$ cat src/rtl/gpio_port_ctrl.sv
// GPIO bank controller: direction and output registers with atomic set/clear/toggle,
// synchronised inputs, and per-pin edge interrupts with write-one-to-clear status.
module gpio_port_ctrl #(
    parameter int unsigned WIDTH       = 16,
    parameter int unsigned SYNC_STAGES = 2
) (
    input  logic             clk_i,
    input  logic             rst_ni,
    input  logic             wr_en_i,
    input  logic             rd_en_i,
    input  logic [3:0]       addr_i,
    input  logic [WIDTH-1:0] wdata_i,
    output logic [WIDTH-1:0] rdata_o,
    output logic             rd_valid_o,
    input  logic [WIDTH-1:0] gpio_in_i,
    output logic [WIDTH-1:0] gpio_out_o,
    output logic [WIDTH-1:0] gpio_dir_o,
    output logic             irq_o
);

    localparam logic [3:0] ADDR_DIR     = 4'd0;
    localparam logic [3:0] ADDR_OUT     = 4'd1;
    localparam logic [3:0] ADDR_OUT_SET = 4'd2;
    localparam logic [3:0] ADDR_OUT_CLR = 4'd3;
    localparam logic [3:0] ADDR_OUT_TGL = 4'd4;
    localparam logic [3:0] ADDR_IN      = 4'd5;
    localparam logic [3:0] ADDR_RISE_EN = 4'd6;
    localparam logic [3:0] ADDR_FALL_EN = 4'd7;
    localparam logic [3:0] ADDR_STATUS  = 4'd8;

    logic [WIDTH-1:0] dir_q, dir_d;
    logic [WIDTH-1:0] out_q, out_d;
    logic [WIDTH-1:0] rise_en_q, rise_en_d;
    logic [WIDTH-1:0] fall_en_q, fall_en_d;
    logic [WIDTH-1:0] status_q, status_d;
    logic [WIDTH-1:0] rdata_q, rdata_d;
    logic             rd_valid_q;
    logic             irq_q;

    logic [SYNC_STAGES-1:0][WIDTH-1:0] sync_q;
    logic [WIDTH-1:0]                  prev_q;

    logic [WIDTH-1:0] sync_in;
    logic [WIDTH-1:0] rise;
    logic [WIDTH-1:0] fall;
    logic [WIDTH-1:0] status_set;
    logic [WIDTH-1:0] status_clr;
    logic [WIDTH-1:0] rd_mux;

    // Stage 0 takes the raw pad; the last stage is the metastability-safe value.
    assign sync_in = sync_q[SYNC_STAGES-1];
    assign rise    = sync_in & ~prev_q;
    assign fall    = ~sync_in & prev_q;

    assign status_set = ~dir_q & ((rise & rise_en_q) | (fall & fall_en_q));

    always_comb begin
        dir_d      = dir_q;
        out_d      = out_q;
        rise_en_d  = rise_en_q;
        fall_en_d  = fall_en_q;
        status_clr = '0;
        if (wr_en_i) begin
            case (addr_i)
                ADDR_DIR:     dir_d      = wdata_i;
                ADDR_OUT:     out_d      = wdata_i;
                ADDR_OUT_SET: out_d      = out_q | wdata_i;
                ADDR_OUT_CLR: out_d      = out_q & ~wdata_i;
                ADDR_OUT_TGL: out_d      = out_q ^ wdata_i;
                ADDR_RISE_EN: rise_en_d  = wdata_i;
                ADDR_FALL_EN: fall_en_d  = wdata_i;
                ADDR_STATUS:  status_clr = wdata_i;
                default:      ;
            endcase
        end
        // A new edge in the same cycle as a clear keeps the bit set.
        status_d = (status_q & ~status_clr) | status_set;
    end

    always_comb begin
        rd_mux = '0;
        case (addr_i)
            ADDR_DIR:     rd_mux = dir_q;
            ADDR_OUT:     rd_mux = out_q;
            ADDR_IN:      rd_mux = sync_in;
            ADDR_RISE_EN: rd_mux = rise_en_q;
            ADDR_FALL_EN: rd_mux = fall_en_q;
            ADDR_STATUS:  rd_mux = status_q;
            default:      rd_mux = '0;
        endcase
        rdata_d = rd_en_i ? rd_mux : rdata_q;
    end

    always_ff @(posedge clk_i or negedge rst_ni) begin
        if (!rst_ni) begin
            dir_q      <= '0;
            out_q      <= '0;
            rise_en_q  <= '0;
            fall_en_q  <= '0;
            status_q   <= '0;
            rdata_q    <= '0;
            rd_valid_q <= 1'b0;
            irq_q      <= 1'b0;
            sync_q     <= '0;
            prev_q     <= '0;
        end else begin
            dir_q      <= dir_d;
            out_q      <= out_d;
            rise_en_q  <= rise_en_d;
            fall_en_q  <= fall_en_d;
            status_q   <= status_d;
            rdata_q    <= rdata_d;
            rd_valid_q <= rd_en_i;
            irq_q      <= |status_q;
            sync_q     <= {sync_q[SYNC_STAGES-2:0], gpio_in_i};
            prev_q     <= sync_in;
        end
    end

    assign rdata_o    = rdata_q;
    assign rd_valid_o = rd_valid_q;
    assign gpio_out_o = out_q;
    assign gpio_dir_o = dir_q;
    assign irq_o      = irq_q;

endmodule

$ cat config.mk
export PLATFORM = sky130hd
export DESIGN_NAME = gpio_port_ctrl
export DESIGN_NICKNAME = d
export VERILOG_FILES = /design/src/rtl/gpio_port_ctrl.sv
export SDC_FILE = /design/constraint.sdc
export NUM_CORES = 1
export LEC_CHECK = 0
export CAP_MARGIN = 20
export CORE_MARGIN = 4
export CORE_UTILIZATION = 45
export CTS_CLUSTER_DIAMETER = 100
export DETAILED_ROUTE_END_ITERATION = 10
export PLACE_DENSITY = 0.7
export SYNTH_ARGS = -nofsm -noshare
export SYNTH_HDL_FRONTEND = slang
export SYNTH_SLANG_ARGS = --single-unit
$ cat constraint.sdc
create_clock -name clk_i -period 1.13 [get_ports clk_i]
set_input_delay 0.226 -clock clk_i [delete_from_list [all_inputs] [get_ports clk_i]]
set_output_delay 0.226 -clock clk_i [all_outputs]
set_load 0.05 [all_outputs]
==> impl_results.md, run 1 <==
* Vias at 7,323
* # fillers at 822
* Crit-path max FO at 12
* DIE HEIGHT at 133 um
* Async set-reset flop share out of synthesis at 1.00
* WP data arrival at 1.79 ns
* Period utilisation layout at 1.27
* Total grt overflow at 0
* Clock Path Buffers at 2
* Final hold violation count at 0
* Num CTS Buffers at 17
* R2R Path End: gpio_out_o[11]$_DFFE_PN0P_
* Required time worst endpoint at 1.49 ns
* Iter 0 DRT Violations at 1,015
* Final Total Pwr at 19.0 mW
* Core Area at 15,200 um2
* Share of layout cells above drive strength 1 at 0.491
* Most frequent cells in the layout: buf_4, dfrtp_1, nand2_1
* Worst r2r src: gpio_out_o[11]$_DFFE_PN0P_
* # diodes at 0
* Tmin final at 1.43 ns
* Total Wirelength at 28,200 um
* Commonest non-fill, non-tap cell in the layout: buf_4
* Hold Startpoint: gpio_in_i[5]
* Clk slew on worst S/H paths at 0.06 ns
* Largest net degree at the start of global routing at 44
* Slew HR at 0.556
* Post-synthesis net count at 762
* Post-synth top area share at 0.521
* Max-cap violations at 0
* Number of synthesized flops with an enable pin at 0
* FF-to-FF setup slack at -0.25 ns
* Placed Area at 9670 um2
* Die area at 17,600 um2
* Post-synth top area cell: dfrtp_1
* Mean area per synthesized cell at 10.2 um2
* Final worst-path setup slack at -0.302 ns
* Mapped Area at 7010 um2
* Synthesized flop and latch total at 146
* Prevailing post-synth register cell: dfrtp_1
* Clk sink count at 146
* Post-route cell area at 11,800 um2
* Crit end category: register
* Final setup viols at 96
* Synth cell types at 50
* Initial antenna violation count at 0
* Mapped Cells at 690
* Class of the tightest hold or removal check: in -> reg
* Routed Antenna Nets at 0
* Via-to-Cell Ratio at 6.29
* Syn-to-layout area delta at 67.8%
* Slew Limit Fails at 0
* Pwr Density at 1610 nW/um2
* Worst slew pin tran at 0.660 ns
* Initial Utilization at 0.461
* # IOs at 90
* Leak at 5.15 nW
* Core Rows at 45
* CTS H-tree depth at 4
* RSZ-0062 raised after global routing: true
* Crit path kind: in -> reg
* Worst skew pair latency at 0.44 ns
* First drt pass iteration count at 6
* Fmax at 698 MHz
* Port Buf Inserts at 89
* Gp weighted congestion at 0.917
* Vias in the first global route at 7,221
* Final Skew at 0.00998 ns
* DRC at 0
* Sequential fraction of the synthesis area at 0.521
* WL/cell at 24.2 um
* Warnings, synthesis at 0
* First-pass GRT wire length at 39,500 um
* GRT Total Usage at 0.286
* Start point of the critical path: addr_i[0]
* CTS tree: done
* Cells on worst reg2reg path at 5
* Post-DP HPWL at 15,800 um
* Setup slack at placement at -0.906 ns
* Status: finished, violations left
* # nets final at 1,035
* Clk root buf: clkbuf_16
* Setup crit start kind: input pin
* Failing checks: negative setup slack
* Crit path capture: gpio_out_o[9]$_DFFE_PN0P_
* Die Wd at 133 um
* Synth area leaders: dfrtp_1, ha_1, nand2_1, o21ai_0, inv_1
* VDD IR max at 1810 uV
## through the flow
step | cells | utilization | TNS [ns] | hold WS [ns]
2_1_floorplan | 690 | - | -13.46 | -0.0696
3_3_place_gp | 1070 | 0.636 | -72.02 | 0.116
3_5_place_dp | 1070 | 0.636 | -77.62 | 0.117
4_1_cts | 1153 | 0.736 | -12.67 | 0.221
5_1_grt | 1164 | 0.773 | -17.05 | 0.221
6_report | 1164 | 0.773 | -14.49 | 0.224
## layer usage
layer | routed length, um | global-route usage
met2 | 13400 | 0.460
met1 | 10400 | 0.349
met4 | 1860 | 0.163
met3 | 2500 | 0.0738
met5 | 30 | 0
## worst min-delay path by stage
stage / end / slack [ns] / cells past startpoint
after floorplan: fall_en_q[0]$_DFFE_PN0P_ / -0.07 / 0
after global placement: sync_in[2]$_DFF_PN0_ / 0.12 / 1
after detailed placement: rise_en_q[4]$_DFFE_PN0P_ / 0.12 / 1
after CTS: sync_q[9]$_DFF_PN0_ / 0.22 / 1
after global routing: sync_q[13]$_DFF_PN0_ / 0.22 / 1
final: sync_q[5]$_DFF_PN0_ / 0.22 / 1
## worst max-delay path: stages
cell and delay [ns]:
clkbuf_4 0.22, buf_6 0.22, buf_12 0.17, a21oi_1 0.09
o21ai_0 0.54, a32o_2 0.31
## cells in the mapped netlist, types with 10 or more instances
master     number
clkbuf_1       18
a31oi_1        16
nand2_1        83
mux2i_1        19
dfrtp_1       146
nor2_1         24
o2bb2ai_1      16
a21oi_1        42
o21ai_0        62
mux2_2         10
inv_1          58
buf_2          14
o22ai_1        31
nor2_2         15
a32o_1         17
ha_1           32
## where the power goes
part,total [mW],switching [mW],internal (mW)
Sequential,6.82,0.838,5.98
Clock,5.43,2.30,3.13
Combinational,6.72,3.28,3.45
Total,19.0,6.42,12.6
## repair_timing
item | CTS | global route
setup endpoints to repair | 147 | 118
gates cloned | 3 | 1
resized for setup | 142 | 100
endpoints found under the hold margin | 146 | 0
hold buffers | 1 | 0
setup buffers | 51 | 13
pin swaps | 41 | 58
## sequential cells by signal (all words and copies together) (netlist names)
register and flops:
rd_valid_o 1, irq_o 1, gpio_out_o 16, rise_en_q 16
prev_q 16, fall_en_q 16, sync_in 16, status_q 16
sync_q 16, rdata_o 16, gpio_dir_o 16
## cell families after synthesis
group | Yosys count | share of synthesized area
compound gates | 217 | 0.197
fa+ha+maj | 32 | 0.0571
buf+inv | 105 | 0.0682
flops | 146 | 0.521
mux | 29 | 0.0432
simple gates | 161 | 0.113
## area by class of cell
type | count | area [um2] | area share
Clock buffer | 19 | 453 | 0.0385
Clock inverter | 13 | 113 | 0.00958
Inverter | 58 | 233 | 0.0198
Multi-Input combinational cell | 439 | 3690 | 0.314
Sequential cell | 146 | 3700 | 0.314
Tap cell | 188 | 235 | 0.0200
Timing Repair Buffer | 301 | 3340 | 0.284
No activity file was read; power rests on OpenSTA's default activity.
==> run 2: changes to the inputs <==
--- a/config.mk
+++ b/config.mk
@@ -5,7 +5,7 @@
 export SDC_FILE = /design/constraint.sdc
 export NUM_CORES = 1
 export LEC_CHECK = 0
-export CAP_MARGIN = 20
+export CAP_MARGIN = 15
 export CORE_MARGIN = 4
 export CORE_UTILIZATION = 45
 export CTS_CLUSTER_DIAMETER = 100
==> results of run 2 <==
No change in the layout: final DEF, timing and power equal those of run 1.
==> patch 1, RTL diff (flow settings as in run 2) <==
Register the output `rdata_o` once more; this adds one clock of latency there. The other outputs are not delayed to match.
--- a/src/rtl/gpio_port_ctrl.sv
+++ b/src/rtl/gpio_port_ctrl.sv
@@ -118,5 +118,7 @@
     end
 
-    assign rdata_o    = rdata_q;
+    always_ff @(posedge clk_i) begin
+        rdata_o <= rdata_q;
+    end
     assign rd_valid_o = rd_valid_q;
     assign gpio_out_o = out_q;
Behaviour: not the same (Yosys sat finds a counterexample within 4 cycles, from zero or initial values and one cycle with rst_ni low).
==> patch 1 against run 2 <==
The run still ends with negative setup slack left; sequential cell count up 16; non-clock buffer count up 13; worst setup slack better by 0.021 ns; via count up 5.7%; total power up 7.2%; routed wire length up 10%; final area up 5.5%; area after synthesis up 4.6%; largest power group unchanged.
==> patch 1: results (changes against run 2) <==
The standard cell area after detailed placement came out at 10200 µm² (+5.1%). The startpoint identified for the worst hold timing path is gpio_in_i[12]. The worst relative slew slack came out at 0.742 (+0.187). The global router's overall resource usage was 0.285 (-0.000730). The fraction of met3 tracks used by global routing came out at 0.0561 (-0.0177).

The startpoint identified for the worst register-to-register timing path is gpio_out_o[13]. The top fanout value on the critical path is 3 (-9). The total internal power is 13500 µW (+7.6%). The final-report setup violation count was 102 (+6.3%).

The number of global-route vias before repair was 7571 (+4.8%). The run finished, with violations left. The number of nets in the finished design came out at 1065 (+2.9%).

The count of vias placed by the detailed router is 7741 (+5.7%). The final worst clock skew came to 0.0100 ns (+0.0000561 ns). The HPWL after detailed placement is 16000 µm (+1.6%). The first-iteration detailed-routing DRC count is 1151 (+13%). The met1 layer wirelength in the final routing was 10800 µm (+3.4%). The number of distinct library cells after synthesis came to 51 (+2.0%).

The met2 demand-to-capacity share in global routing came to 0.476 (+0.0154). The share of cells above drive strength 1 came to 0.516 (+0.0251). The placement-stage worst setup slack was -0.941 ns (-0.0346 ns). The switching power of the nets came out at 6840 µW (+6.6%). Ranked by total cell area, the synthesized netlist is headed by dfrtp_1, ha_1, dfxtp_1.

The depth of the most critical reg-to-reg path came out at 6 (+1). The largest net degree at the start of global routing was 39 (-11%). The count of TritonRoute iterations in the first routing pass came out at 9 (+3).

The share of flip-flops with an asynchronous set or reset after synthesis came out at 0.901 (-0.0988). The final-layout worst hold slack is 0.213 ns (-0.0112 ns). The family of cells with the greatest summed delay on the critical path is flip-flops. The fraction of met1 tracks used by global routing is 0.352 (+0.00286). The detailed-routed wire length on met3 came out at 3390 µm (+36%).

The part of the Yosys area used for sequential elements came out at 0.542 (+0.0209). The average wire per cell in the routed design came to 25.4 µm (+4.9%). The worst setup margin is -0.281 ns (+0.0207 ns). The sum of negative setup slack is -13.13 ns (+1.36 ns).

The capture instance of the worst register-to-register path is rdata_q[13]. The proportion of power drawn by combinational gates is 0.344 (-0.010). The net count after synthesis is 778 (+2.1%). The arrival time of data at the critical path endpoint is 1.70 ns (-0.09 ns). The flip-flop and latch power was 7440 µW (+9.1%). The weighted congestion at the end of routability-driven global placement came to 0.922 (+0.53%). STA classifies the critical path startpoint as a register. The highest metal layer carrying signal wires in the routed design is met4. The maximum vdd ir drop is 1160 µV (-36%). The largest stage delay on the critical path is 0.44 ns (-0.10 ns). The final reports fail on negative setup slack.

The detailed route wirelength on metal2 came out at 14500 µm (+8.3%). The post-detailed-route via-to-cell ratio was 6.33 (+0.69%). The slowest stage of the critical path is the dfrtp_2 cell.
## patch 1: area by class of cell
class	instances	area, µm²
Clock inverter	12	135
Multi-Input combinational cell	440	3730
Tap cell	216	270
Sequential cell	162	4030
Clock buffer	20	457
Fill cell	814	3540
Timing Repair Buffer	314	3560
Inverter	58	220
## patch 1: cell families after synthesis
family / after synthesis / synth area share
compound gates: 217 / 0.189
flops: 162 / 0.542
simple gates: 161 / 0.108
buf+inv: 105 / 0.0652
fa+ha+maj: 32 / 0.0546
mux: 29 / 0.0413
## patch 1: timing repair
| item | 4_1_cts | 5_1_grt |
|---|---|---|
| setup endpoints to repair | 147 | 114 |
| buffers inserted | 40 | 12 |
| hold endpoints to repair | 23 | 0 |
| resized for setup | 166 | 123 |
| gates cloned | 4 | 4 |
| hold buffers | 1 | 0 |
| pin swaps | 55 | 49 |
==> patch 2, RTL diff (settings of run 2) <==
Made on the original files. Set the parameter `WIDTH` to 32 (it was 16).
--- a/src/rtl/gpio_port_ctrl.sv
+++ b/src/rtl/gpio_port_ctrl.sv
@@ -2,5 +2,5 @@
 // synchronised inputs, and per-pin edge interrupts with write-one-to-clear status.
 module gpio_port_ctrl #(
-    parameter int unsigned WIDTH       = 16,
+    parameter int unsigned WIDTH       = 32,
     parameter int unsigned SYNC_STAGES = 2
 ) (
Ports: changed (5 resized); port bits go from 90 to 170. No check against the original RTL was run, so the function may have changed too.
==> patch 2 against run 2 <==
The flow still finishes with violations (negative setup slack); area after synthesis up 94%; worst setup slack got worse by 0.13 ns; sequential cell count is 144 higher; critical path depth down 3; first-iteration DRC count rose by 46%; core utilization increased by 0.90 points; routed wire length increased by 98%; combinational power is 120% higher; final area increased by 98%; hold slack got worse by 0.073 ns; total power increased by 110%; critical path type is now register to output pin; critical endpoint is now gpio_out_o[26]; largest power group is now combinational cells.
==> patch 2: results (changes against run 2) <==
The run finished, with violations left. The final reports fail on negative setup slack. The placement-stage worst setup slack came out at -0.941 ns (-0.0350 ns). In this run the worst hold path is classified as primary input to register. The number of warnings reported in the yosys synthesis log was 0 (unchanged). The worst setup margin is -0.431 ns (-0.129 ns). The number of antenna repair diodes is 0 (unchanged). The count of TritonRoute iterations in the first routing pass came out at 6 (unchanged).

The worst relative slew slack came out at 0.655 (+0.0994). The worst hold path stage count is 1 (unchanged). The number of global-route vias before repair was 13800 (+91%). The number of buffers created by CTS was 34 (+17). The number of distinct library cells after synthesis came to 33 (-34%). The number of buffers on the longest clock path came out at 3 (+1).

The share of cells above drive strength 1 is 0.524 (+0.0330). The remaining global-route overflow was 0 (unchanged). The HPWL after detailed placement was 29500 µm (+87%). The count of input and output buffers is 169 (+90%). The sum of negative setup slack came out at -43.18 ns (-28.68 ns).

The number of standard cells in the layout, taps in and fillers out came out at 2181 (+87%). The root buffer selected by CTS is clkbuf_16. The number of placed instances with taps included is 1973 (+84%). The depth of the most critical reg-to-reg path came out at 4 (-1).

The final worst clock skew came out at 0.0167 ns (+0.00669 ns). The launch point of the worst reg-to-reg path is status_q[30]. The total leakage power came to 0.0105 µW (+100%).

By count the netlist is led by dfrtp_1, inv_1, o21ai_0. After clock tree synthesis, the clock-pin slew on the worst setup and hold paths is 0.07 ns. The maximum vdd ir drop is 1450 µV (-20%). The largest net degree at the start of global routing came out at 55 (+25%). The global-route wire length before repair came out at 77200 µm (+96%). For hold timing, the worst endpoint is sync_q[23].

The top fanout value on the critical path came to 2 (-10). The weighted congestion at the end of routability-driven global placement is 0.866 (-5.5%). The post-detailed-route via-to-cell ratio is 6.07 (-3.4%). In this run the most critical hold path is launched from gpio_in_i[23]. The share of flip-flops with an asynchronous set or reset after synthesis is 1.00 (unchanged).

The number of antenna violations at the first check in global routing is 0 (unchanged). The arrival time of data at the critical path endpoint came out at 1.34 ns (-0.45 ns). The count of filler cells inserted in the layout is 1429 (+74%). By area the synthesized netlist is led by dfrtp_1, mux2_4, ha_1. The final-report setup violation count is 215 (+120%). The global router's overall resource usage came to 0.295 (+0.00900). The first-iteration detailed-routing DRC count came out at 1485 (+46%). The insertion delay to the later sink of the worst-skew pair is 0.52 ns (+0.08 ns).

The worst register-to-register path ends at irq_o. The number of nets in the finished design is 1901 (+84%). The part of the Yosys area used for sequential elements came out at 0.533 (+0.0118). The average wire per cell in the routed design came out at 25.6 µm (+5.8%). The net count after synthesis is 1366 (+79%). The worst-case register-to-register setup slack is -0.38 ns (-0.13 ns). The synthesized instance count came out at 1230 (+78%). The number of H-tree branching levels is 2 (-2).
-- patch 2: area by class of cell --
| type | instances | area (µm²) | area share |
|---|---|---|---|
| clock buffer | 57 | 1080 | 0.0465 |
| clock inverter | 5 | 75.1 | 0.00323 |
| inverter | 128 | 558 | 0.0240 |
| multi-input combinational | 735 | 7000 | 0.301 |
| sequential | 290 | 7310 | 0.314 |
| tap | 390 | 488 | 0.0210 |
| timing repair buffer | 576 | 6740 | 0.290 |
-- patch 2: where the power goes --
group          switching, µW  internal, µW
Combinational           6870          7780
Sequential              1600         11900
Clock                   4430          6970
-- patch 2: how the worst max path moves through the flow --
stage                   startpoint             end  slack [ns]
floorplan                addr_i[3]     rdata_o[30]       -0.26
global placement         addr_i[1]     rdata_o[30]       -0.88
detailed placement       addr_i[1]     rdata_o[30]       -0.94
CTS                 gpio_out_o[13]  gpio_out_o[13]       -0.40
global route        gpio_out_o[26]  gpio_out_o[26]       -0.45
finish              gpio_out_o[26]  gpio_out_o[26]       -0.43
-- patch 2: critical path, stage by stage, from the launching register on --
cell     delay (ns)
dfrtp_2        0.42
buf_6          0.14
buf_6          0.12
buf_12         0.13
-- patch 2: logic make-up after synthesis --
kind of cell,count (synthesis),synth area share
AO/OA/AOI/OAI,355,0.163
flip-flops,290,0.533
buffers and inverters,205,0.0628
AND/OR/NAND/NOR,187,0.0647
multiplexers,129,0.117
adder cells (fa/ha/maj),64,0.0588
-- patch 2: timing repair --
action / in CTS / in global routing
setup buffers: 98 / 51
pin swaps: 68 / 69
setup endpoints to repair: 291 / 187
gates resized for setup: 278 / 162
gates cloned: 4 / 2
endpoints found under the hold margin: 248 / 0
hold buffers: 2 / 0
-- patch 2: through the flow --
step	area, µm²	utilization	hold slack, ns	power, µW
after floorplan	14100	-	-0.0696	18000
after global placement	19000	0.640	0.0878	23600
after detailed placement	19000	0.640	0.0868	23900
after CTS	22200	0.746	0.138	37500
after global routing	23200	0.782	0.146	40700
final	23200	0.782	0.151	39600
-- patch 2: routing by layer --
layer	part of all wire	GRT usage	vias to the layer above
met5	0	0	-
met1	0.36	0.357	6591
li1	-	-	5463
met4	0.064	0.151	0
met2	0.49	0.501	900
met3	0.090	0.0587	295
